[config.mk]
export PLATFORM = sky130hd
export DESIGN_NAME = accum_sequencer
export DESIGN_NICKNAME = d
export VERILOG_FILES = /design/src/rtl/accum_sequencer.sv
export SDC_FILE = /design/constraint.sdc
export NUM_CORES = 1
export LEC_CHECK = 0
export ABC_AREA = 1
export BUFFER_PORTS_ARGS = -buffer_cell sky130_fd_sc_hd__buf_4
export CORE_AREA = 8 8 57 63
export CTS_CLUSTER_DIAMETER = 60
export DETAILED_ROUTE_END_ITERATION = 16
export DIE_AREA = 0 0 65 71
export SLEW_MARGIN = 0
export SYNTH_ARGS = -nofsm -noshare
export SYNTH_HDL_FRONTEND = slang
export SYNTH_SLANG_ARGS = --single-unit
[constraint.sdc]
create_clock -name clk -period 5.1 [get_ports clk]
set_input_delay 1.02 -clock clk [delete_from_list [all_inputs] [get_ports clk]]
set_output_delay 1.02 -clock clk [all_outputs]
set_load 0.02 [all_outputs]
[src/rtl/accum_sequencer.sv]
// accum_sequencer: accepts a batch of NUM_OPS 4-bit operands over a valid/ready
// handshake, sums them through a 4-bit ripple adder into a running total, and
// presents the modulo-16 total plus a sticky carry-out flag on an output
// valid/ready port.
module accum_sequencer #(
  parameter int NUM_OPS = 4,
  parameter int CNT_W   = 4
) (
  input  logic       clk,
  input  logic       rst,
  input  logic       in_valid,
  output logic       in_ready,
  input  logic [3:0] in_data,
  output logic       out_valid,
  input  logic       out_ready,
  output logic [3:0] out_sum,
  output logic       out_ovf,
  output logic       busy
);

  typedef enum logic [1:0] {
    IDLE  = 2'd0,
    ACCUM = 2'd1,
    DONE  = 2'd2
  } state_t;

  localparam logic [CNT_W-1:0] LAST_CNT = CNT_W'(NUM_OPS);
  localparam logic [CNT_W-1:0] ONE_CNT  = CNT_W'(1);

  // Gate-level 4-bit ripple adder; bit 4 of the result is the carry out.
  function automatic logic [4:0] ripple_add4(input logic [3:0] x, input logic [3:0] y);
    logic [4:0] c;
    logic [3:0] s;
    c[0] = 1'b0;
    for (int i = 0; i < 4; i++) begin
      s[i]   = x[i] ^ y[i] ^ c[i];
      c[i+1] = (x[i] & y[i]) | (c[i] & (x[i] ^ y[i]));
    end
    return {c[4], s};
  endfunction

  state_t           state_q, state_d;
  logic [3:0]       acc_q, acc_d;
  logic             ovf_q, ovf_d;
  logic [CNT_W-1:0] cnt_q, cnt_d;
  logic [CNT_W-1:0] cnt_inc;
  logic [3:0]       add_sum;
  logic             add_cout;

  assign {add_cout, add_sum} = ripple_add4(acc_q, in_data);
  assign cnt_inc             = cnt_q + ONE_CNT;

  assign out_sum = acc_q;
  assign out_ovf = ovf_q;

  // State, running total, overflow and operand count registers; reset wins over any transfer.
  always_ff @(posedge clk) begin
    if (rst) begin
      state_q <= IDLE;
      acc_q   <= 4'd0;
      ovf_q   <= 1'b0;
      cnt_q   <= '0;
    end else begin
      state_q <= state_d;
      acc_q   <= acc_d;
      ovf_q   <= ovf_d;
      cnt_q   <= cnt_d;
    end
  end

  // Next-state, datapath update and handshake outputs; in_ready depends on state only.
  always_comb begin
    state_d   = state_q;
    acc_d     = acc_q;
    ovf_d     = ovf_q;
    cnt_d     = cnt_q;
    in_ready  = 1'b0;
    out_valid = 1'b0;
    busy      = 1'b0;
    unique case (state_q)
      IDLE: begin
        in_ready = 1'b1;
        if (in_valid) begin
          // First operand loads the total directly; no addition, so no carry.
          acc_d   = in_data;
          ovf_d   = 1'b0;
          cnt_d   = ONE_CNT;
          state_d = (NUM_OPS == 1) ? DONE : ACCUM;
        end
      end
      ACCUM: begin
        in_ready = 1'b1;
        busy     = 1'b1;
        if (in_valid) begin
          acc_d = add_sum;
          ovf_d = ovf_q | add_cout;
          cnt_d = cnt_inc;
          if (cnt_inc == LAST_CNT) begin
            state_d = DONE;
          end
        end
      end
      DONE: begin
        busy      = 1'b1;
        out_valid = 1'b1;
        if (out_ready) begin
          state_d = IDLE;
          acc_d   = 4'd0;
          ovf_d   = 1'b0;
          cnt_d   = '0;
        end
      end
      default: begin
        state_d = IDLE;
      end
    endcase
  end

endmodule
==> qor.csv <==
stage,metric,value,unit
sta,Clock Skew,7.41,ps
cells_and_area,Ant. Diodes,0,
detailed_routing,Via density,4.43,
detailed_routing,Initial DRC Count,9,
synth,top cell type by total area after synthesis,dfxtp_1,
synth,syn_area_per_cell,7.19,sq um
grt,busiest layer in global routing,met2,
grt,grt total ovfl,0,
critical_path,CP endpoint kind,flip-flop,
synth,post-synthesis cell area,733,sq um
critical_path,Worst Setup Start Kind,input port,
floorplan,Rows,20,
pwr,Sw Pwr,82.7,uW
synth,Post-synth ARST share,0,%
clock_network,Post-CTS Resized,0,
detailed_routing,drt first pass iters,4,
pwr,clock share of power,25.6,%
synth,number of flops mapped to enable cells by yosys,0,
floorplan,number of primary I/O pins,16,
pwr,Sw Share,35.3,%
placed_design,global placement routability congestion,0.738,
clock_network,CTS HTree Levels,1,
synth,Synth Flop Type,dfxtp_1,
clock_network,CTS Buf Count,3,
cells_and_area,final core utilization,34.6,%
synth,post-synthesis register bit count,11,
sta,Fmax,361,MHz
cells_and_area,Layout Nets,139,
sta,Tcrit/Tclk final,54.3,%
placed_design,Place WS,2050,ps
pwr,pwr/cell area,258,mW/mm^2
clock_network,Post-CTS Hold Buffers,0,
sta,fin. max-slew vios,0,
grt,vias in the first global route,668,
clock_network,CTS Sinks,11,
pwr,combinational power share,32.4,%
detailed_routing,DRC,0,
synth,sequential cell area fraction in the yosys report,30.0,%
grt,routing usage on met1,10.2,%
floorplan,core footprint,0.00263,sq mm
detailed_routing,Detailed Route WL,1660,microns
floorplan,Starting Density,27.9,%
critical_path,Crit Path Category,input port to flip-flop,
critical_path,"Max FO, Critical Path",2,
pwr,VDD IR max,0.000101,V
pwr,Int Pwr,152,uW
grt,met2 Usage GRT,11.1,%
grt,met3 usage,3.32,%
floorplan,Die Span Y,71,microns
sta,minimum clock period,2770,ps
clock_network,Setup Buffers After CTS,0,
outcome,status,"complete, no violations",
clock_network,Clock transition at path regs,70,ps
min_path,Min-Delay Path Class,flip-flop to flip-flop,
pwr,Leakage Power,0.000418,uW
synth,Synth cell types,18,
pwr,Flop pwr share,42.0,%
synth,"count leader, synth",nand2_1,
cells_and_area,Area Overhead vs Synth,24.1,%
sta,RSZ-0062 raised after global routing,no,
min_path,Hold Path Stages,2,
critical_path,critical path required time,5300,ps
sta,"Hold Vio Cnt, Final",0,
floorplan,total die area,0.00462,sq mm
critical_path,CP arrival,2970,ps
placed_design,hpwl dp,1300,microns
placed_design,PortBufs,15,
synth,Mapped Cells,102,
synth,syn_nets,120,
detailed_routing,"antenna viol nets, final",0,
synth,most frequent cells after synthesis,"nand2_1, inv_1, dfxtp_1",
sta,relative max-transition margin,78.9,%
clock_network,root buffer cell,clkbuf_4,
flow_run,max_cap viols,0,
grt,largest net degree at the start of global routing,11,
synth,post-synth top area share,30.0,%
cells_and_area,fraction of layout cells with a size suffix above 1,19.2,%
sta,TNS Setup,0,ps
synth,"Warnings, synthesis",0,
grt,first-pass GRT wire length,2970,microns
grt,initial antenna violation count,0,
clock_network,clock buffer depth,2,
clock_network,Worst-Skew Late Latency,270,ps
detailed_routing,drt wl/cell,10.8,microns
critical_path,cells on worst reg2reg path,8,
sta,Setup Viol. Count Final,0,
clock_network,CTS tree,yes,
grt,GRT Total Usage,8.15,%
sta,Least-Margin Pin Slew,317,ps
detailed_routing,Vias,678,
floorplan,Die W,65,microns
synth,synth top area cells,"dfxtp_1, nand2_1, ha_1, fa_1, a21oi_1",
sta,setup slack after layout,2330,ps
[state kept, by name, indices dropped and copies added, names as in the netlist]
| register | count |
|---|---|
| cnt_q | 4 |
| out_sum | 4 |
| state_q | 2 |
| out_ovf | 1 |
[through the flow]
stage	area, sq um	power, uW	hold slack, ps	std cells
4_1_cts	910	239	491	153
6_report	910	234	487	153
3_3_place_gp	883	176	476	149
2_1_floorplan	733	151	458	102
3_5_place_dp	883	177	480	149
5_1_grt	910	255	522	153
[power groups by stage]
stage                     logic, uW  clock network (uW)  registers [uW]
after floorplan                47.4                   0             104
after global placement         75.8                   0             100
after detailed placement       76.6                   0             101
after CTS                      76.8                63.5            98.6
after global routing           87.0                68.9            99.5
final                          75.8                60.1            98.5
[worst paths after layout]
check / startpoint / to / slack [ps]
max reg2reg: out_sum[0]$_SDFFE_PP0P_ / out_sum[3]$_SDFFE_PP0P_ / 2880
max: in_data[0] / out_sum[3]$_SDFFE_PP0P_ / 2330
min: cnt_q[3]$_SDFFE_PP0P_ / cnt_q[3]$_SDFFE_PP0P_ / 490
min reg2reg: cnt_q[3]$_SDFFE_PP0P_ / cnt_q[3]$_SDFFE_PP0P_ / 490
[cells by family (layout without fill, tap and decap cells)]
kind of cell               after synthesis  in the layout  share of synthesized area (%)
AOI/OAI and AO/OA                       15             15                           11.3
buffers and inverters                   15             33                           8.36
and+or+nand+nor                         51             51                           30.2
DFF                                     11             11                           30.0
adders and majority gates               10             10                           20.1
[cell type report]
cell class                 count  area [sq um]
fill                         304          1720
multi-input combinational     76           452
sequential                    11           220
timing repair buffer          15           113
inverter                      14          57.6
tap                           33          41.3
clock buffer                   4          26.3
[layer usage]
metal  vias up  wire [microns]
li1        362               -
met4         0              15
met2        17             706
met1       297             825
met5         -               0
met3         2             109
[cells in the final DEF, fill, tap and decap left out, drive strengths merged]
master	n
nand4	2
dfxtp	11
a21oi	11
nor3	3
buf	15
o21ai	4
clkbuf	4
nand3	9
nor2	7
ha	7
inv	14
fa	3
or2	1
nand2	29
[critical path, stage by stage]
cell and delay [ps]:
buf_4 110, ha_1 210, fa_1 380, fa_1 370, inv_1 70, fa_1 400, nor3_1 210, o21ai_1 90
a21oi_1 110
Note: power is estimated with default switching activity, not from simulation.
